<file path="src/rtl/usb_line_if.sv">
// Bit-stream and line-side signals between the packet encoder and usb_line_encoder.
// A data bit transfers on a rising clk edge where in_valid=1 and pause=0; otherwise the encoder holds in_bit.
interface usb_line_if;
  logic       in_bit;
  logic       in_valid;
  logic       pause;
  logic       dp;
  logic       dm;
  logic       line_busy;
  logic       eop_done;
  logic [1:0] dbg_state;

  modport master (
    output in_bit, in_valid,
    input  pause, dp, dm, line_busy, eop_done, dbg_state
  );

  modport slave (
    input  in_bit, in_valid,
    output pause, dp, dm, line_busy, eop_done, dbg_state
  );
endinterface

</file>
<file path="src/rtl/usb_line_encoder.sv">
// USB line stage: bit stuffing, NRZI encoding and SE0/J end-of-packet generation.
// dp/dm are registered; pause, line_busy and eop_done are combinational from state.
module usb_line_encoder #(
    parameter int SE0_LEN = 2
) (
    input  logic       clk,
    input  logic       rst_L,
    usb_line_if.slave  line
);

    typedef enum logic [1:0] {
        IDLE  = 2'd0,
        DATA  = 2'd1,
        STUFF = 2'd2,
        EOP   = 2'd3
    } state_t;

    localparam logic [3:0] SE0_LEN_C = 4'(SE0_LEN);

    state_t     state, state_n;
    logic       lvl, lvl_n;
    logic [2:0] ones, ones_n;
    logic [3:0] se0_cnt, se0_cnt_n;
    logic       dp_q, dm_q, dp_n, dm_n;
    logic       pause_c, eop_done_c;

    always_ff @(posedge clk or negedge rst_L) begin
        if (!rst_L) begin
            state   <= IDLE;
            lvl     <= 1'b1;
            ones    <= 3'd0;
            se0_cnt <= 4'd0;
            dp_q    <= 1'b1;
            dm_q    <= 1'b0;
        end else begin
            state   <= state_n;
            lvl     <= lvl_n;
            ones    <= ones_n;
            se0_cnt <= se0_cnt_n;
            dp_q    <= dp_n;
            dm_q    <= dm_n;
        end
    end

    always_comb begin
        state_n    = state;
        lvl_n      = lvl;
        ones_n     = ones;
        se0_cnt_n  = se0_cnt;
        dp_n       = dp_q;
        dm_n       = dm_q;
        pause_c    = 1'b0;
        eop_done_c = 1'b0;

        case (state)
            IDLE, DATA: begin
                if (line.in_valid) begin
                    // NRZI: a 0 toggles the level, a 1 holds it
                    lvl_n   = line.in_bit ? lvl : ~lvl;
                    dp_n    = lvl_n;
                    dm_n    = ~lvl_n;
                    ones_n  = line.in_bit ? ones + 3'd1 : 3'd0;
                    state_n = (line.in_bit && ones == 3'd5) ? STUFF : DATA;
                end else if (state == IDLE) begin
                    dp_n   = 1'b1;
                    dm_n   = 1'b0;
                    ones_n = 3'd0;
                end else begin
                    dp_n      = 1'b0;
                    dm_n      = 1'b0;
                    ones_n    = 3'd0;
                    se0_cnt_n = 4'd1;
                    state_n   = EOP;
                end
            end
            STUFF: begin
                pause_c = 1'b1;
                lvl_n   = ~lvl;
                dp_n    = ~lvl;
                dm_n    = lvl;
                ones_n  = 3'd0;
                state_n = DATA;
            end
            EOP: begin
                // A new packet's first bit waits here until the line is back in J
                pause_c = line.in_valid;
                if (se0_cnt < SE0_LEN_C) begin
                    dp_n      = 1'b0;
                    dm_n      = 1'b0;
                    se0_cnt_n = se0_cnt + 4'd1;
                end else begin
                    dp_n       = 1'b1;
                    dm_n       = 1'b0;
                    lvl_n      = 1'b1;
                    se0_cnt_n  = 4'd0;
                    eop_done_c = 1'b1;
                    state_n    = IDLE;
                end
            end
            default: state_n = IDLE;
        endcase
    end

    assign line.pause     = pause_c;
    assign line.eop_done  = eop_done_c;
    assign line.line_busy = (state != IDLE);
    assign line.dp        = dp_q;
    assign line.dm        = dm_q;
    assign line.dbg_state = state;

endmodule

</file>
<file path="src/flat_wrapper.sv">
// flat-port wrapper written by rule: the top's interface ports become plain ports
module usb_line_encoder_flat 
#(
    parameter int SE0_LEN = 2
)
  (clk, rst_L, line_in_bit, line_in_valid, line_pause, line_dp, line_dm, line_line_busy, line_eop_done, line_dbg_state);
  usb_line_if line_i ();
  input  logic clk;
  input  logic rst_L;
  input wire logic [$bits(line_i.in_bit)-1:0] line_in_bit;
  input wire logic [$bits(line_i.in_valid)-1:0] line_in_valid;
  output wire logic [$bits(line_i.pause)-1:0] line_pause;
  output wire logic [$bits(line_i.dp)-1:0] line_dp;
  output wire logic [$bits(line_i.dm)-1:0] line_dm;
  output wire logic [$bits(line_i.line_busy)-1:0] line_line_busy;
  output wire logic [$bits(line_i.eop_done)-1:0] line_eop_done;
  output wire logic [$bits(line_i.dbg_state)-1:0] line_dbg_state;
  assign line_i.in_bit = line_in_bit;
  assign line_i.in_valid = line_in_valid;
  assign line_pause = line_i.pause;
  assign line_dp = line_i.dp;
  assign line_dm = line_i.dm;
  assign line_line_busy = line_i.line_busy;
  assign line_eop_done = line_i.eop_done;
  assign line_dbg_state = line_i.dbg_state;
  usb_line_encoder #(.SE0_LEN(SE0_LEN)) u_core (.clk(clk), .rst_L(rst_L), .line(line_i));
endmodule
</file>
<file path="config.mk">
export PLATFORM = sky130hd
export DESIGN_NAME = usb_line_encoder_flat
export DESIGN_NICKNAME = d
export VERILOG_FILES = /design/src/rtl/usb_line_if.sv /design/src/rtl/usb_line_encoder.sv /design/src/flat_wrapper.sv
export SDC_FILE = /design/constraint.sdc
export NUM_CORES = 1
export LEC_CHECK = 0
export CAP_MARGIN = 20
export CORE_UTILIZATION = 45
export DETAILED_ROUTE_END_ITERATION = 10
export DONT_BUFFER_PORTS = 1
export HOLD_SLACK_MARGIN = 0.08
export PLACE_DENSITY = 0.58
export SYNTH_ARGS = -nofsm -noshare
export SYNTH_HDL_FRONTEND = slang
export SYNTH_SLANG_ARGS = --single-unit
</file>
<file path="constraint.sdc">
create_clock -name clk -period 2.4 [get_ports clk]
set_clock_uncertainty 0.15 [all_clocks]
set_input_delay 0.48 -clock clk [delete_from_list [all_inputs] [get_ports clk]]
set_output_delay 0.48 -clock clk [all_outputs]
set_load 0.03 [all_outputs]
</file>
==> qor.yml, run 1 <==
status:
  status: "completed"
clocking:
  insertion_delay_ns: 0.28
  cts_root_buf: "clkbuf_4"
  clock_sinks: 12
  cts_tree: "built"
  clkSlewWorstSetupHoldPaths_ns: 0.08
  numCtsBuffers: 3
  cts_buffer_depth: 2
  htree_levels: 1
sta:
  hold_slack_ns: 0.186
  setup_tns_ns: 0
  rsz0062_at_grt: "false"
  maxSlewViolCount: 0
  hold_viol_final: 0
  setup_viol: 0
  worst_pin_slew_ns: 0.564
  finalWorstPathRequiredPeriod_ns: 2.15
  maxSlewHeadroom: 0.624
  fin_crit_sh: 0.898
  fmax_ghz: 0.464
floorplanning:
  coreArea_um2: 1300
  io_pins: 11
  die_area_um2: 1570
  fp.dieW_um: 39.6
  start_util: 0.488
  rows: 13
  fp.dieH_um: 39.6
layout:
  n_antenna_cell: 0
  drive_gt1_frac: 0.258
  synthToLayoutAreaGrowth_pct: 9.06
  final_cell_mix: "dfrtp_1, nand3_1, nand2_1"
  fin_nets: 70
  layout_commonest_cell: "dfrtp_1"
logic_synthesis:
  synth_cell_types: 30
  synth.avg_cell_area_um2: 11.0
  synth_area_leader_cell: "dfrtp_1"
  yosys_warnings: 0
  synth_async_sr_flop_share: 1.00
  synth_ff_type: "dfrtp_1"
  ys_ff_latch: 12
  synth_top_area_frac: 0.394
  netlist_instances: 58
  yosys-top-cells-area: "dfrtp_1, dfstp_2, ha_1"
  synth_edf_count: 0
  syn-num-nets: 65
  ys_seq_area_frac: 0.476
  synth_area_um2: 636
worst_setup_path:
  crit_fanout: 12
  r2r_setup_slack_ns: 0.83
  crit_path_start_kind: "flip-flop"
  crit_arrival_ns: 1.52
  reg2reg_depth: 4
  crit-reg2reg-capture: "u_core.se0_cnt[0]"
  endpoint_kind: "output port"
  startpoint: "u_core.line.dbg_state[0]"
  timing.rr.start: "u_core.line.dbg_state[0]"
  critPathKind: "flip-flop to output port"
  crit_required_ns: 1.77
global_routing:
  grt_max_degree: 13
  grt_util_all_layers: 0.211
  grt_pass1_wl_mm: 2.04
  antenna_found_initial: 0
  grt.overflow.total: 0
  first_global_vias: 460
route:
  vias: 456
  routed_via_density: 5.92
  firstDrtPassIters: 6
  drt_iter0_drc: 12
  antenna_left: 0
  drc: 0
  wirelength_mm: 1.24
  wl_per_cell_um: 16.1
placement:
  gp_congestion: 0.754
  hpwl_um: 914
  port_buffers: 0
hold_path:
  holdCritStartpoint: "line_in_valid"
  hold_end: "u_core.ones[1]"
  hold_path_depth: 2
  hold_class: "input port to flip-flop"
run:
  drv_cap: 0
pwr:
  p_leak_nw: 0.315
  pwr_density_cell_nw_per_um2: 1390
  peakVddDrop_v: 0.000608
[Yosys cell counts, types with 2 or more instances]
master	count
a21oi_1	3
a22o_2	2
buf_4	3
dfrtp_1	10
dfstp_2	2
ha_1	3
inv_1	2
nand2_1	4
nand2b_1	2
nand3_1	5
nor2_1	2
o21ai_0	2
[logic make-up (layout without fill, tap and decap cells)]
family,Yosys count,count (layout),share of synthesized area
AND/OR/NAND/NOR,22,22,0.222
AO/OA/AOI/OAI,14,14,0.165
flip-flops,12,12,0.476
buffers and inverters,5,9,0.0472
adder cells (fa/ha/maj),3,3,0.0591
XOR/XNOR,1,1,0.0138
multiplexers,1,1,0.0157
[stage by stage]
step / utilization / area [µm²] / total power, W / instances / setup slack, ns
after floorplan: - / 636 / 0.000722 / 58 / 0.476
after CTS: 0.533 / 693 / 0.000968 / 77 / 0.239
after detailed placement: 0.497 / 647 / 0.000795 / 72 / 0.546
after global placement: 0.497 / 647 / 0.000770 / 72 / 0.629
final: 0.533 / 693 / 0.000961 / 77 / 0.246
after global routing: 0.533 / 693 / 0.00103 / 77 / 0.133
[registers in the layout, indices dropped and copies added, names as in the netlist]
name and flops:
u_core.line.dbg_state 2, u_core.se0_cnt 4, u_core.line.dm 1, u_core.ones 3, u_core.line.dp 1, u_core.lvl 1
[metal layers]
metal | vias to the layer above | wire, µm | track usage
met5 | - | 0 | 0
met4 | 0 | 0 | 0.0603
met3 | 0 | 118 | 0.142
met2 | 19 | 633 | 0.320
met1 | 226 | 486 | 0.238
li1 | 211 | - | -
[worst max path at each step]
stage / endpoint / slack [ns]
6_report: line_eop_done / 0.25
5_1_grt: line_eop_done / 0.13
3_3_place_gp: line_eop_done / 0.63
4_1_cts: line_eop_done / 0.24
2_1_floorplan: line_eop_done / 0.48
3_5_place_dp: line_eop_done / 0.55
[critical path, cell delays in order, from the launching register on]
cell     delay, ns
dfrtp_1       0.71
nand2_1       0.21
nor2_1        0.14
buf_4         0.19
[power breakdown]
part | total, W | internal [W] | switching [W] | leakage [nW]
Clock | 0.000166 | 0.0000924 | 0.0000736 | 0.0210
Sequential | 0.000418 | 0.000286 | 0.000132 | 0.150
Combinational | 0.000377 | 0.000159 | 0.000218 | 0.144
Total | 0.000961 | 0.000537 | 0.000424 | 0.315
[area by class of cell]
cell class	count	area, µm²
flip-flops and latches	12	303
multi-input cells	41	303
clock buffers	4	36.3
well taps	15	18.8
inverters	2	7.51
fillers	123	608
repair buffers	3	25.0
[timing repair]
item                                   4_1_cts  5_1_grt
hold buffers                                 1        0
endpoints found under the hold margin       12        0
gates resized for setup                      0        0
buffers inserted                             0        0
Note: power is estimated with default switching activity, not from simulation.
==> run 2, diff against run 1 <==
--- a/config.mk
+++ b/config.mk
@@ -5,6 +5,7 @@
 export SDC_FILE = /design/constraint.sdc
 export NUM_CORES = 1
 export LEC_CHECK = 0
+export ABC_CLOCK_PERIOD_IN_PS = 2400
 export CAP_MARGIN = 20
 export CORE_UTILIZATION = 45
 export DETAILED_ROUTE_END_ITERATION = 10
==> results of run 2 <==
The final DEF is identical to that of run 1; final timing and power are the same.
